==> src/rtl/uart_pkg.sv <==
// uart_pkg: shared definitions for the buffered UART transmitter.
//   state_t        transmitter FSM states
//   OVERSAMPLE     ticks per data/start bit
//   clog2()        ceiling log2, used for counter and level widths
//   tick_div()     clk cycles per oversampling tick, integer division
package uart_pkg;

    typedef enum logic [1:0] {
        IDLE,
        START,
        DATA,
        STOP
    } state_t;

    localparam int OVERSAMPLE = 16;

    // Smallest w such that 2**w >= value; clog2(1) = 0.
    function automatic int clog2(input int value);
        int result;
        int v;
        result = 0;
        v = value - 1;
        while (v > 0) begin
            result = result + 1;
            v = v >> 1;
        end
        return result;
    endfunction

    function automatic int tick_div(input int clock_freq, input int baud);
        return clock_freq / (baud * OVERSAMPLE);
    endfunction

endpackage

==> src/rtl/uart_fifo_tx_fifo.sv <==
// uart_sync_fifo: single-clock FIFO with registered full/empty/level.
//   clk, rst_n   clock, asynchronous active-low reset
//   push         write request; ignored while full
//   pop          read request; ignored while empty
//   wr_data      data written on an accepted push
//   rd_data      head entry (combinational, valid while !empty)
//   full/empty   registered occupancy flags
//   level        registered occupancy, 0..DEPTH
module uart_sync_fifo
    import uart_pkg::*;
#(
    parameter int WIDTH = 8,
    parameter int DEPTH = 16
) (
    input  logic                   clk,
    input  logic                   rst_n,
    input  logic                   push,
    input  logic                   pop,
    input  logic [WIDTH-1:0]       wr_data,
    output logic [WIDTH-1:0]       rd_data,
    output logic                   full,
    output logic                   empty,
    output logic [clog2(DEPTH):0]  level
);

    localparam int AW = clog2(DEPTH);
    localparam int LW = AW + 1;

    logic [WIDTH-1:0] mem [DEPTH];
    logic [AW-1:0]    wr_ptr;
    logic [AW-1:0]    rd_ptr;
    logic [LW-1:0]    count_next;
    logic             do_push;
    logic             do_pop;

    // Gating with the registered flags means a write while full is dropped
    // even when a pop happens in the same cycle.
    assign do_push = push && !full;
    assign do_pop  = pop && !empty;
    assign rd_data = mem[rd_ptr];

    always_comb begin
        count_next = level;
        if (do_push && !do_pop) begin
            count_next = level + 1'b1;
        end else if (!do_push && do_pop) begin
            count_next = level - 1'b1;
        end
    end

    always_ff @(posedge clk or negedge rst_n) begin
        if (!rst_n) begin
            wr_ptr <= '0;
            rd_ptr <= '0;
            level  <= '0;
            full   <= 1'b0;
            empty  <= 1'b1;
        end else begin
            // DEPTH is a power of two, so the pointers wrap naturally.
            if (do_push) begin
                wr_ptr <= wr_ptr + 1'b1;
            end
            if (do_pop) begin
                rd_ptr <= rd_ptr + 1'b1;
            end
            level <= count_next;
            full  <= (count_next == LW'(DEPTH));
            empty <= (count_next == '0);
        end
    end

    always_ff @(posedge clk) begin
        if (do_push) begin
            mem[wr_ptr] <= wr_data;
        end
    end

endmodule

==> src/rtl/uart_fifo_tx.sv <==
// uart_fifo_tx: buffered 8N1 UART transmitter with private 16x tick generator.
//   clk, rst_n   clock, asynchronous active-low reset
//   wr_en        write strobe, pushes wr_data when not full
//   wr_data      byte to transmit
//   full/empty   FIFO occupancy flags, level = current occupancy
//   overflow     one-cycle pulse after a write attempted while full
//   tx           serial line, idle high, LSB first
//   busy         FSM is not in IDLE
//   tx_done      one-cycle pulse in the last cycle of each stop bit
module uart_fifo_tx
    import uart_pkg::*;
#(
    parameter int CLOCK_FREQ = 50_000_000,
    parameter int BAUD       = 9600,
    parameter int DBIT       = 8,
    parameter int SB_TICK    = 16,
    parameter int FIFO_DEPTH = 16
) (
    input  logic                        clk,
    input  logic                        rst_n,
    input  logic                        wr_en,
    input  logic [DBIT-1:0]             wr_data,
    output logic                        full,
    output logic                        empty,
    output logic [clog2(FIFO_DEPTH):0]  level,
    output logic                        overflow,
    output logic                        tx,
    output logic                        busy,
    output logic                        tx_done
);

    localparam int TICK_DIV = tick_div(CLOCK_FREQ, BAUD);
    localparam int TW       = clog2(TICK_DIV);
    localparam int SMAX     = (SB_TICK > OVERSAMPLE) ? SB_TICK : OVERSAMPLE;
    localparam int SW       = clog2(SMAX);
    localparam int NW       = (DBIT > 1) ? clog2(DBIT) : 1;

    if (TICK_DIV < 2) begin : g_bad_tick_div
        $error("uart_fifo_tx: CLOCK_FREQ/(BAUD*16) must be at least 2");
    end
    if (FIFO_DEPTH < 2 || (FIFO_DEPTH & (FIFO_DEPTH - 1)) != 0) begin : g_bad_depth
        $error("uart_fifo_tx: FIFO_DEPTH must be a power of two >= 2");
    end

    state_t          state;
    state_t          state_next;
    logic [TW-1:0]   tick_cnt;
    logic            s_tick;
    logic [SW-1:0]   s_cnt;
    logic [SW-1:0]   s_cnt_next;
    logic [NW-1:0]   n_cnt;
    logic [NW-1:0]   n_cnt_next;
    logic [DBIT-1:0] shreg;
    logic [DBIT-1:0] shreg_next;
    logic            tx_next;
    logic            fifo_pop;
    logic [DBIT-1:0] fifo_data;

    uart_sync_fifo #(
        .WIDTH (DBIT),
        .DEPTH (FIFO_DEPTH)
    ) u_fifo (
        .clk     (clk),
        .rst_n   (rst_n),
        .push    (wr_en),
        .pop     (fifo_pop),
        .wr_data (wr_data),
        .rd_data (fifo_data),
        .full    (full),
        .empty   (empty),
        .level   (level)
    );

    // Held at zero in IDLE so every frame starts on a fresh tick phase and
    // each bit lasts exactly OVERSAMPLE*TICK_DIV cycles.
    assign s_tick = (tick_cnt == TW'(TICK_DIV - 1));

    always_ff @(posedge clk or negedge rst_n) begin
        if (!rst_n) begin
            tick_cnt <= '0;
        end else if (state == IDLE || s_tick) begin
            tick_cnt <= '0;
        end else begin
            tick_cnt <= tick_cnt + 1'b1;
        end
    end

    always_comb begin
        state_next = state;
        s_cnt_next = s_cnt;
        n_cnt_next = n_cnt;
        shreg_next = shreg;
        tx_next    = 1'b1;
        fifo_pop   = 1'b0;
        tx_done    = 1'b0;
        case (state)
            IDLE: begin
                if (!empty) begin
                    fifo_pop   = 1'b1;
                    shreg_next = fifo_data;
                    s_cnt_next = '0;
                    n_cnt_next = '0;
                    state_next = START;
                end
            end
            START: begin
                tx_next = 1'b0;
                if (s_tick) begin
                    if (s_cnt == SW'(OVERSAMPLE - 1)) begin
                        s_cnt_next = '0;
                        n_cnt_next = '0;
                        state_next = DATA;
                    end else begin
                        s_cnt_next = s_cnt + 1'b1;
                    end
                end
            end
            DATA: begin
                tx_next = shreg[0];
                if (s_tick) begin
                    if (s_cnt == SW'(OVERSAMPLE - 1)) begin
                        s_cnt_next = '0;
                        shreg_next = shreg >> 1;
                        if (n_cnt == NW'(DBIT - 1)) begin
                            state_next = STOP;
                        end else begin
                            n_cnt_next = n_cnt + 1'b1;
                        end
                    end else begin
                        s_cnt_next = s_cnt + 1'b1;
                    end
                end
            end
            STOP: begin
                tx_next = 1'b1;
                if (s_tick) begin
                    if (s_cnt == SW'(SB_TICK - 1)) begin
                        tx_done    = 1'b1;
                        state_next = IDLE;
                    end else begin
                        s_cnt_next = s_cnt + 1'b1;
                    end
                end
            end
            default: begin
                state_next = IDLE;
            end
        endcase
    end

    // tx is registered from the current state, so the line trails the FSM
    // by one cycle; reset still forces it high asynchronously.
    always_ff @(posedge clk or negedge rst_n) begin
        if (!rst_n) begin
            state    <= IDLE;
            s_cnt    <= '0;
            n_cnt    <= '0;
            tx       <= 1'b1;
            overflow <= 1'b0;
        end else begin
            state    <= state_next;
            s_cnt    <= s_cnt_next;
            n_cnt    <= n_cnt_next;
            tx       <= tx_next;
            overflow <= wr_en && full;
        end
    end

    always_ff @(posedge clk) begin
        shreg <= shreg_next;
    end

    assign busy = (state != IDLE);

endmodule

==> config.mk <==
export PLATFORM = sky130hd
export DESIGN_NAME = uart_fifo_tx
export DESIGN_NICKNAME = d
export VERILOG_FILES = /design/src/rtl/uart_pkg.sv /design/src/rtl/uart_fifo_tx_fifo.sv /design/src/rtl/uart_fifo_tx.sv
export SDC_FILE = /design/constraint.sdc
export NUM_CORES = 1
export LEC_CHECK = 0
export BUFFER_PORTS_ARGS = -buffer_cell sky130_fd_sc_hd__buf_4
export CORE_UTILIZATION = 35
export DETAILED_ROUTE_END_ITERATION = 6
export PLACE_DENSITY = 0.56
export SLEW_MARGIN = 10
export SYNTH_ARGS = -nofsm -noshare
export SYNTH_HDL_FRONTEND = slang
export SYNTH_HIERARCHICAL = 1
export SYNTH_SLANG_ARGS = --single-unit
==> constraint.sdc <==
create_clock -name clk -period 4.9 [get_ports clk]
set_clock_uncertainty 0.2 [all_clocks]
set_input_delay 0.245 -clock clk [delete_from_list [all_inputs] [get_ports clk]]
set_output_delay 0.245 -clock clk [all_outputs]
set_load 0.05 [all_outputs]
== Yosys cells after proc, flatten, opt, wreduce, memory -nomap -nowiden ==
Memories as Yosys holds them, arrays and structs flattened.
Index checks and enable logic that the tools add are counted.

* Bits in registers: 43
* RAM bits: 128
* Bits of input ports: 11
* Output and inout bits: 11
* Memories kept: 1

* Add/subtract/negate cells: 7
* Eq/ne operators: 18
* Mux-type cells: 37
* Reductions and logical operators: 20

{| class="wikitable"
|+ Memories
! name !! words !! bits a word !! read ports !! clocked after Yosys merged registers in !! write ports !! line !! RTL
|-
| u_fifo.mem || 16 || 8 || 1 || 0 || 1 || uart_fifo_tx_fifo.sv:29 || <nowiki>logic [WIDTH-1:0] mem [DEPTH];</nowiki>
|}

{| class="wikitable"
|+ Operator list
! cell !! number
|-
| $mux 8 || 3
|-
| $mux 4 || 5
|-
| $ne 2x2->1 const B || 10
|-
| $mux 3 || 6
|-
| $mux 2 || 8
|-
| $pmux 8 s2 || 1
|-
| $add 4x1->4 const B || 3
|-
| $pmux 4 s3 || 1
|-
| $mux 5 || 2
|-
| $add 9x1->9 const B || 1
|-
| $eq 9x9->1 const B || 1
|-
| $mux 9 || 1
|-
| $pmux 3 s3 || 1
|-
| $pmux 2 s4 || 1
|-
| $reduce_and 4->1 || 2
|-
| $reduce_and 8->1 || 1
|-
| $mux 1 || 7
|-
| $reduce_and 7->1 || 1
|-
| $add 5x1->5 const B || 1
|-
| $eq 5x5->1 const B || 1
|-
| $logic_and 1x1->1 || 5
|-
| $logic_not 5->1 || 1
|-
| $sub 5x1->5 const B || 1
|-
| $eq 2x2->1 const B || 2
|-
| other kinds (12) || 16
|}

== Depth between registers and ports, before layout ==
Gate-level depths: netlist of run 1.

* Word-level depth: 7
* Gate-level depth with buffers: 11
* Mapped depth without buffers: 9

== Hierarchy ==
Netlist of run 1, hierarchy kept.

{| class="wikitable"
|+ By module, submodules not included
! module !! instances !! cells an instance !! area an instance (sq um) !! sequential area each (sq um)
|-
| uart_sync_fifo || 1 || 294 || 5824.3 || 4220.3
|-
| uart_fifo_tx || 1 || 131 || 1467.7 || 742.0
|}

== Least setup slack after synthesis of run 1 ==
Ideal clock, no wire load.

* Path type: reg2reg
* Start: reg state[0]
* End: reg u_fifo.full
* Library setup time: 95 ps
* Data arrival time: 2292 ps
* Data required time: 4605 ps
* Slack: 2312 ps
* Cell stages (with the launch flop): 12
* Cells stage by stage: dfrtp_1 > inv_1 > ha_1 > clkbuf_1 > inv_1 > nor2_1 > nor2b_1 > buf_2 > nor2_1 > nor4_1 > a21oi_1 > nor4b_2

* Longest elaborated chain between the ends: 7

{| class="wikitable"
|+ RTL lines
! element !! line !! RTL
|-
| start: declaration || uart_fifo_tx.sv:45 || <nowiki>state_t state;</nowiki>
|-
| start signal: assignment || uart_fifo_tx.sv:161 || <nowiki>state <= state_next;</nowiki>
|-
| $logic_not 2->1 (*) || uart_fifo_tx.sv:96 || <nowiki>case (state)</nowiki>
|-
| $mux 1 (*) || uart_fifo_tx.sv:96 ||
|-
| via fifo_pop || uart_fifo_tx.sv:56 || <nowiki>logic fifo_pop;</nowiki>
|-
| $logic_and 1x1->1 (*) || uart_fifo_tx_fifo.sv:39 || <nowiki>assign do_pop = pop && !empty;</nowiki>
|-
| $logic_and 1x1->1 / $logic_not 1->1 (equally long branches) || uart_fifo_tx_fifo.sv:46, uart_fifo_tx_fifo.sv:44 ||
|-
| $mux 5 / $logic_and 1x1->1 (equally long branches) || uart_fifo_tx_fifo.sv:46, uart_fifo_tx_fifo.sv:44 ||
|-
| $mux 5 (*) || uart_fifo_tx_fifo.sv:44 || <nowiki>if (do_push && !do_pop) begin</nowiki>
|-
| $eq 5x5->1 (*) || uart_fifo_tx_fifo.sv:67 || <nowiki>full <= (count_next == LW'(DEPTH));</nowiki>
|-
| end signal: assignment || uart_fifo_tx_fifo.sv:67 ||
|-
| end: declaration || uart_fifo_tx_fifo.sv:21 || <nowiki>output logic full,</nowiki>
|}

The timed path passes the listed nets; every way through them passes the cells marked *.
A chain may end at the register's enable or synchronous reset.

== Final worst setup path of run 1 ==
Same ends and word-level chain as after synthesis.

==> metrics.cfg, run 1 <==
[synth]
synth_most_common_cell=edfxtp_1
synth-adder-area-share_pct=2.75
synth.area.mux_share_pct=12.3
yosys_warnings=6
synth_ff_type=edfxtp_1
synthXorXnorAreaFrac_pct=1.80
synth_compound_area_share_pct=4.60
ys_seq_elements=171
synth_top_area_share_pct=56.0
synth_top_area_cell=edfxtp_1
syn_nets=452
synth_seq_area_share_pct=68.1
synth_top_family_by_area=multiplexers
synth_cell_types=56
syn_inst=425
synth_area_mm2=0.00729
async_flop_share_pct=20.5
yosys-top-cells-area=edfxtp_1 (56%), dfrtp_1 (11%), mux4_2 (8.6%)
yosys-top-cells-count=edfxtp_1 (136), dfrtp_1 (33), mux4_2 (28), nand2_1 (25), and2_1 (20)
syn-mean-instance-area_um2=17.2
synth_edf_count=136
yosys.area_share.simple_pct=7.64

[timing]
max_slew_margin_pct=29.5
grt_setup_unrepaired=false
worstMarginPinSlew_ns=1.06
report.final.slew_viol_count=0
setup_tns_ns=0
finalCriticalPeriod_ns=2.99
fmax_mhz=335
setup_violations=0
finalCritPeriodShare_pct=61.0
hold_viol_final=0
holdWs_ns=0.123

[critical_path]
required_ns=5.01
crit_fanout=10
path_class=reg -> reg
reg2reg_depth=9
crit_path_start_kind=flop
end_kind=flop
reg2reg_slack_ns=1.91
critical_path_arrival_ns=3.09

[pwr]
p_per_area_mw_per_mm2=593
ir_drop_v=0.000262
report.power.total_mw=4.93
p_leak_nw=2.93

[floorplanning]
ios=22
std_cell_rows=52
dieArea_mm2=0.0214
fp.coreArea_mm2=0.0203
die_h_um=146
die_x_um=146
start_util_pct=35.9

[min_path]
hp-class=in -> async

[global_route]
grt-ovfl-total=0
use_met2_pct=22.6
grt_pass1_wl_um=21800
busiest_layer=met2
first_global_vias=3833
grtUsageMet1_pct=17.6
grt_use_total_pct=13.8
grt_antenna_before_repair=0
grt_max_degree=36
grtUsageMet3_pct=3.41

[cells_and_area]
fin_util_pct=41.0
post_route_cells_drive_above_1_share_pct=21.7
final_cell_area_mm2=0.00831
fillers=1814
areaGrowthSynthToFinish_pct=14.0
antenna_cells=0
nNetsFinal=487

[clocking]
clkLatencyLatePin_ns=0.42
cts_tree=done
cts.sinks=171
cts_made_buffers=17
cts.clk_slew.worst_paths_ns=0.06
ctsResizeCount=0
cts_root_buf=clkbuf_16
cts_buffer_depth=2
ctsHtreeMaxLevel=4

[placed_design]
placed_cell_area_mm2=0.00764
gp_congestion=0.726
hpwl_um=9060
io_buffers=21

[flow_run]
drv_cap=0

[drt]
via_per_inst=5.01
finalWirelength_um=13700
drt_iter0_drc=238
firstDrtPassIters=4
wire_per_inst_um=18.6
num_vias=3713
ant_nets=0
route.detailed.drc=0

[run_status]
outcome=finished, final reports clean

-- what timing repair did --
| item | 4_1_cts | 5_1_grt |
|---|---|---|
| endpoints found under the hold margin | 164 | 0 |
| buffers inserted | 0 | 0 |
| hold buffers | 10 | 0 |
-- registers in the layout (all words and copies together) (netlist names), 2 cells and up --
name,count
n_cnt,3
s_cnt,4
shreg,8
state,2
tick_cnt,9
u_fifo/level,5
u_fifo/mem,128
u_fifo/rd_ptr,4
u_fifo/wr_ptr,4
-- stage by stage --
| step | instances | setup slack (ns) |
|---|---|---|
| 4_1_cts | 741 | 1.94 |
| 3_5_place_dp | 701 | 2.00 |
| 5_1_grt | 741 | 1.64 |
| 2_1_floorplan | 425 | 2.31 |
| 3_3_place_gp | 701 | 2.04 |
| 6_report | 741 | 1.91 |
-- cell usage in the layout (no fill, tap or decap), types with 11 or more instances in the layout --
master	n
and2_1	20
ha_1	16
edfxtp_1	136
dfrtp_1	32
a22oi_1	16
clkbuf_16	17
buf_4	23
nor2_1	19
mux4_2	28
inv_1	13
xnor2_1	11
nand2_1	25
-- critical path: stages (launching register included) --
cell and delay, ns:
dfrtp_1 0.40, inv_1 0.12, ha_1 0.35, inv_1 0.19, nor2_1 0.16, nor2b_1 0.58
nor2_1 0.15, nor4_1 0.28, a21oi_1 0.13, nor4b_2 0.32
-- layer usage --
metal	part of all wire, %	up-vias
li1	-	1714
met1	45	1894
met2	49	87
met3	4.4	18
met4	1.3	0
met5	0	-
-- power by group --
part | switching (mW) | internal [mW] | leakage [nW] | total, mW
combinational | 0.832 | 0.690 | 0.987 | 1.52
clock | 0.552 | 0.751 | 0.267 | 1.30
sequential | 0.253 | 1.85 | 1.68 | 2.11
-- final cells by class --
| class | count | area [um^2] | area share (%) |
|---|---|---|---|
| repair buffers | 33 | 273 | 3.28 |
| inverters | 13 | 48.8 | 0.587 |
| multi-input cells | 224 | 2120 | 25.5 |
| clock inverters | 12 | 141 | 1.70 |
| flip-flops and latches | 171 | 4960 | 59.7 |
| well taps | 270 | 338 | 4.06 |
| clock buffers | 18 | 429 | 5.16 |
-- worst paths after layout --
path                              from          endpoint
max                           state[0]       u_fifo/full
max in group asynchronous        rst_n  u_fifo/rd_ptr[0]
min in group clk           tick_cnt[0]       tick_cnt[0]
min                              rst_n          s_cnt[3]
min reg2reg                tick_cnt[0]       tick_cnt[0]
max reg2reg                   state[0]       u_fifo/full
-- kinds of logic after synthesis --
| logic type | after synthesis |
|---|---|
| flops | 171 |
| simple gates | 101 |
| compound gates | 46 |
| mux | 46 |
| buf+inv | 30 |
| fa+ha+maj | 16 |
| xor+xnor | 15 |
No activity file was read; power rests on OpenSTA's default activity.
==> run 2: changes to the inputs <==
ABC_AREA = 1   (was unset)
clock period = 2.95 ns   (was 4.9 ns; I/O delays follow)
==> run 2 against run 1 <==
Critical path depth down 5. Final cell count rose by 35%. Area after synthesis increased by 3.2%. Register-to-register slack got worse by 1.2 ns.
==> metrics.cfg, run 2 <==
[run_status]
outcome=finished, final reports clean  ; unchanged

[floorplanning]
std_cell_rows=53  ; was 52
die_h_um=149  ; was 146 um
fp.coreArea_mm2=0.0210  ; was 0.0203 mm^2
ios=22  ; unchanged
die_x_um=149  ; was 146 um
start_util_pct=35.8  ; was 35.9%
dieArea_mm2=0.0221  ; was 0.0214 mm^2

[drt]
via_per_inst=4.95  ; was 5.01
ant_nets=0  ; unchanged
route.detailed.drc=0  ; unchanged
firstDrtPassIters=5  ; was 4
wire_per_inst_um=16.4  ; was 18.6 um
num_vias=4957  ; was 3713
finalWirelength_um=16400  ; was 13700 um
drt_iter0_drc=445  ; was 238

[timing]
setup_violations=0  ; unchanged
max_slew_margin_pct=37.6  ; was 29.5%
fmax_mhz=447  ; was 335 MHz
hold_viol_final=0  ; unchanged
setup_tns_ns=0  ; unchanged
worstMarginPinSlew_ns=0.933  ; was 1.06 ns
grt_setup_unrepaired=false  ; unchanged
report.final.slew_viol_count=0  ; unchanged
finalCritPeriodShare_pct=75.8  ; was 61.0%
finalCriticalPeriod_ns=2.24  ; was 2.99 ns

[cells_and_area]
fin_util_pct=41.4  ; was 41.0%
largest_reg_flops=128  ; unchanged
regArea_mm2=0.00496  ; unchanged
antenna_cells=0  ; unchanged
areaGrowthSynthToFinish_pct=15.7  ; was 14.0%
largest_registers=u_fifo/mem (128), tick_cnt (9), shreg (8)  ; unchanged
final_cell_mix=edfxtp_1 (136), nor2_1 (120), nand2_1 (111), o21ai_0 (52), inv_1 (39)  ; was edfxtp_1 (136), dfrtp_1 (32), mux4_2 (28), nand2_1 (25), buf_4 (23)
regMostFlops=u_fifo/mem  ; unchanged
post_route_cells_drive_above_1_share_pct=13.3  ; was 21.7%
final_cell_area_mm2=0.00871  ; was 0.00831 mm^2
nNetsFinal=741  ; was 487
fillers=1951  ; was 1814
multi_input_area_mm2=0.00223  ; was 0.00212 mm^2
final_common_cell=edfxtp_1  ; unchanged

[clocking]
cts_setup_buffers=0  ; unchanged
cts_root_buf=clkbuf_16  ; unchanged
ctsHtreeMaxLevel=4  ; unchanged
cts_made_buffers=17  ; unchanged
cts.clk_slew.worst_paths_ns=0.07  ; was 0.06 ns
clkLatencyLatePin_ns=0.43  ; was 0.42 ns
cts_tree=done  ; unchanged
cts.sinks=171  ; unchanged
cts_buffer_depth=2  ; unchanged

[critical_path]
path_class=reg -> reg  ; unchanged
required_ns=2.80  ; was 5.01 ns
r2r_end=u_fifo/mem[9][5]  ; was u_fifo/full
timing.critical_path.buf_inv=1  ; was 2
critPathSlowestCell=nor2_1  ; was nor2b_1
crit_chain=nor2_2 -> buf_4 -> nand2_1 -> nor2_1  ; was inv_1 -> ha_1 -> inv_1 -> nor2_1 -> nor2b_1 -> nor2_1 -> nor4_1 -> a21oi_1 -> nor4b_2
crit_path_start_kind=flop  ; unchanged
reg2reg_depth=4  ; was 9
cp_slowest_stage_delay_ns=0.75  ; was 0.58 ns
end_kind=flop  ; unchanged
crit_fanout=13  ; was 10
r2r_start=u_fifo/full  ; was state[0]
cp_top_family=simple AND/OR/NAND/NOR gates  ; unchanged
reg2reg_slack_ns=0.71  ; was 1.91 ns
critical_path_arrival_ns=2.09  ; was 3.09 ns

[synth]
synth_ff_type=edfxtp_1  ; unchanged
yosys-top-cells-area=edfxtp_1 (54%), dfrtp_1 (11%), nor2_1 (6.0%)  ; was edfxtp_1 (56%), dfrtp_1 (11%), mux4_2 (8.6%)
synth_seq_area_share_pct=65.9  ; was 68.1%
async_flop_share_pct=20.5  ; unchanged
synth_most_common_cell=edfxtp_1  ; unchanged
synth_cell_types=34  ; was 56
synth_top_area_share_pct=54.3  ; was 56.0%
syn_nets=709  ; was 452
synth_top_area_cell=edfxtp_1  ; unchanged
ys_seq_elements=171  ; unchanged
yosys_warnings=6  ; unchanged
synth_edf_count=136  ; unchanged
syn_inst=682  ; was 425
yosys-top-cells-count=edfxtp_1 (136), nor2_1 (120), nand2_1 (111), o21ai_0 (52), inv_1 (39)  ; was edfxtp_1 (136), dfrtp_1 (33), mux4_2 (28), nand2_1 (25), and2_1 (20)
synth_area_mm2=0.00753  ; was 0.00729 mm^2
syn-mean-instance-area_um2=11.0  ; was 17.2 um^2

[global_route]
grt-ovfl-total=0  ; unchanged
grtUsageMet1_pct=20.6  ; was 17.6%
grt_pass1_wl_um=26000  ; was 21800 um
first_global_vias=4685  ; was 3833
grtUsageMet3_pct=4.08  ; was 3.41%
grt_max_degree=67  ; was 36
grt_use_total_pct=15.9  ; was 13.8%
busiest_layer=met2  ; unchanged
use_met2_pct=25.5  ; was 22.6%
grt_antenna_before_repair=0  ; unchanged

[pwr]
p_leak_nw=3.29  ; was 2.93 nW
p_per_area_mw_per_mm2=712  ; was 593 mW/mm^2
ir_drop_v=0.000468  ; was 0.000262 V

[placed_design]
hpwl_um=10500  ; was 9060 um
placed_cell_area_mm2=0.00796  ; was 0.00764 mm^2
io_buffers=21  ; unchanged
gp_congestion=0.819  ; was 0.726

[min_path]
hp-class=in -> async  ; unchanged

[flow_run]
drv_cap=0  ; unchanged

-- run 2: cell types whose count changed after synthesis, moves of 21 or more --
cell,previous run,this run
o211ai_1,1,32
nor2_1,19,120
nand3_1,8,33
o21ai_0,8,52
nor2_2,0,21
inv_1,13,39
mux4_2,28,0
nand2_1,25,111
-- run 2: how the worst max path moves through the flow --
stage / start / endpoint / slack [ns] / cells past startpoint
finish: u_fifo/full / u_fifo/mem[9][5] / 0.71 / 4
global route: state[1] / u_fifo/empty / 0.48 / 12
CTS: u_fifo/full / u_fifo/mem[0][0] / 0.68 / 4
detailed placement: u_fifo/full / u_fifo/mem[0][4] / 0.70 / 4
global placement: u_fifo/full / u_fifo/mem[9][0] / 0.79 / 4
floorplan: state[0] / shreg[0] / 0.49 / 6
-- run 2: logic make-up after synthesis --
logic type	count (synthesis)	share of synthesized area, %
adder cells (fa/ha/maj)	16	2.66
flip-flops	171	65.9
AO/OA/AOI/OAI	113	8.81
buffers and inverters	70	4.39
XOR/XNOR	9	1.05
AND/OR/NAND/NOR	303	17.2
-- run 2: final cells by class --
cell class,instances,share of cell area [%]
clock inverters,15,2.61
inverters,42,1.81
flip-flops and latches,171,57.0
well taps,275,3.95
clock buffers,17,4.88
multi-input cells,441,25.7
repair buffers,41,4.11
-- run 2: report_power, final --
part	switching [mW]	internal [mW]	leakage [nW]
Sequential	0.116	2.85	1.67
Clock	1.03	1.38	0.317
Combinational	0.585	0.233	1.30
-- run 2: timing repair --
item / CTS / global route
endpoints found under the hold margin: 165 / 0
hold buffers: 10 / 0
resized for setup: 0 / 0
-- run 2: stage by stage --
stage | power (mW) | std cells | setup WS, ns | hold slack (ns)
after global placement | 3.81 | 960 | 0.786 | -0.0671
after global routing | 6.45 | 1002 | 0.479 | 0.0400
final | 6.20 | 1002 | 0.713 | 0.00853
after floorplan | 3.53 | 682 | 0.492 | -0.348
after CTS | 6.25 | 1002 | 0.683 | 0.0159
after detailed placement | 3.83 | 960 | 0.697 | -0.0589
-- run 2: layer usage --
metal  vias to the layer above  share of wire, %
met3                        21               4.7
li1                       2411                 -
met4                         0               1.6
met5                         -                 0
met2                       110                50
met1                      2415                44
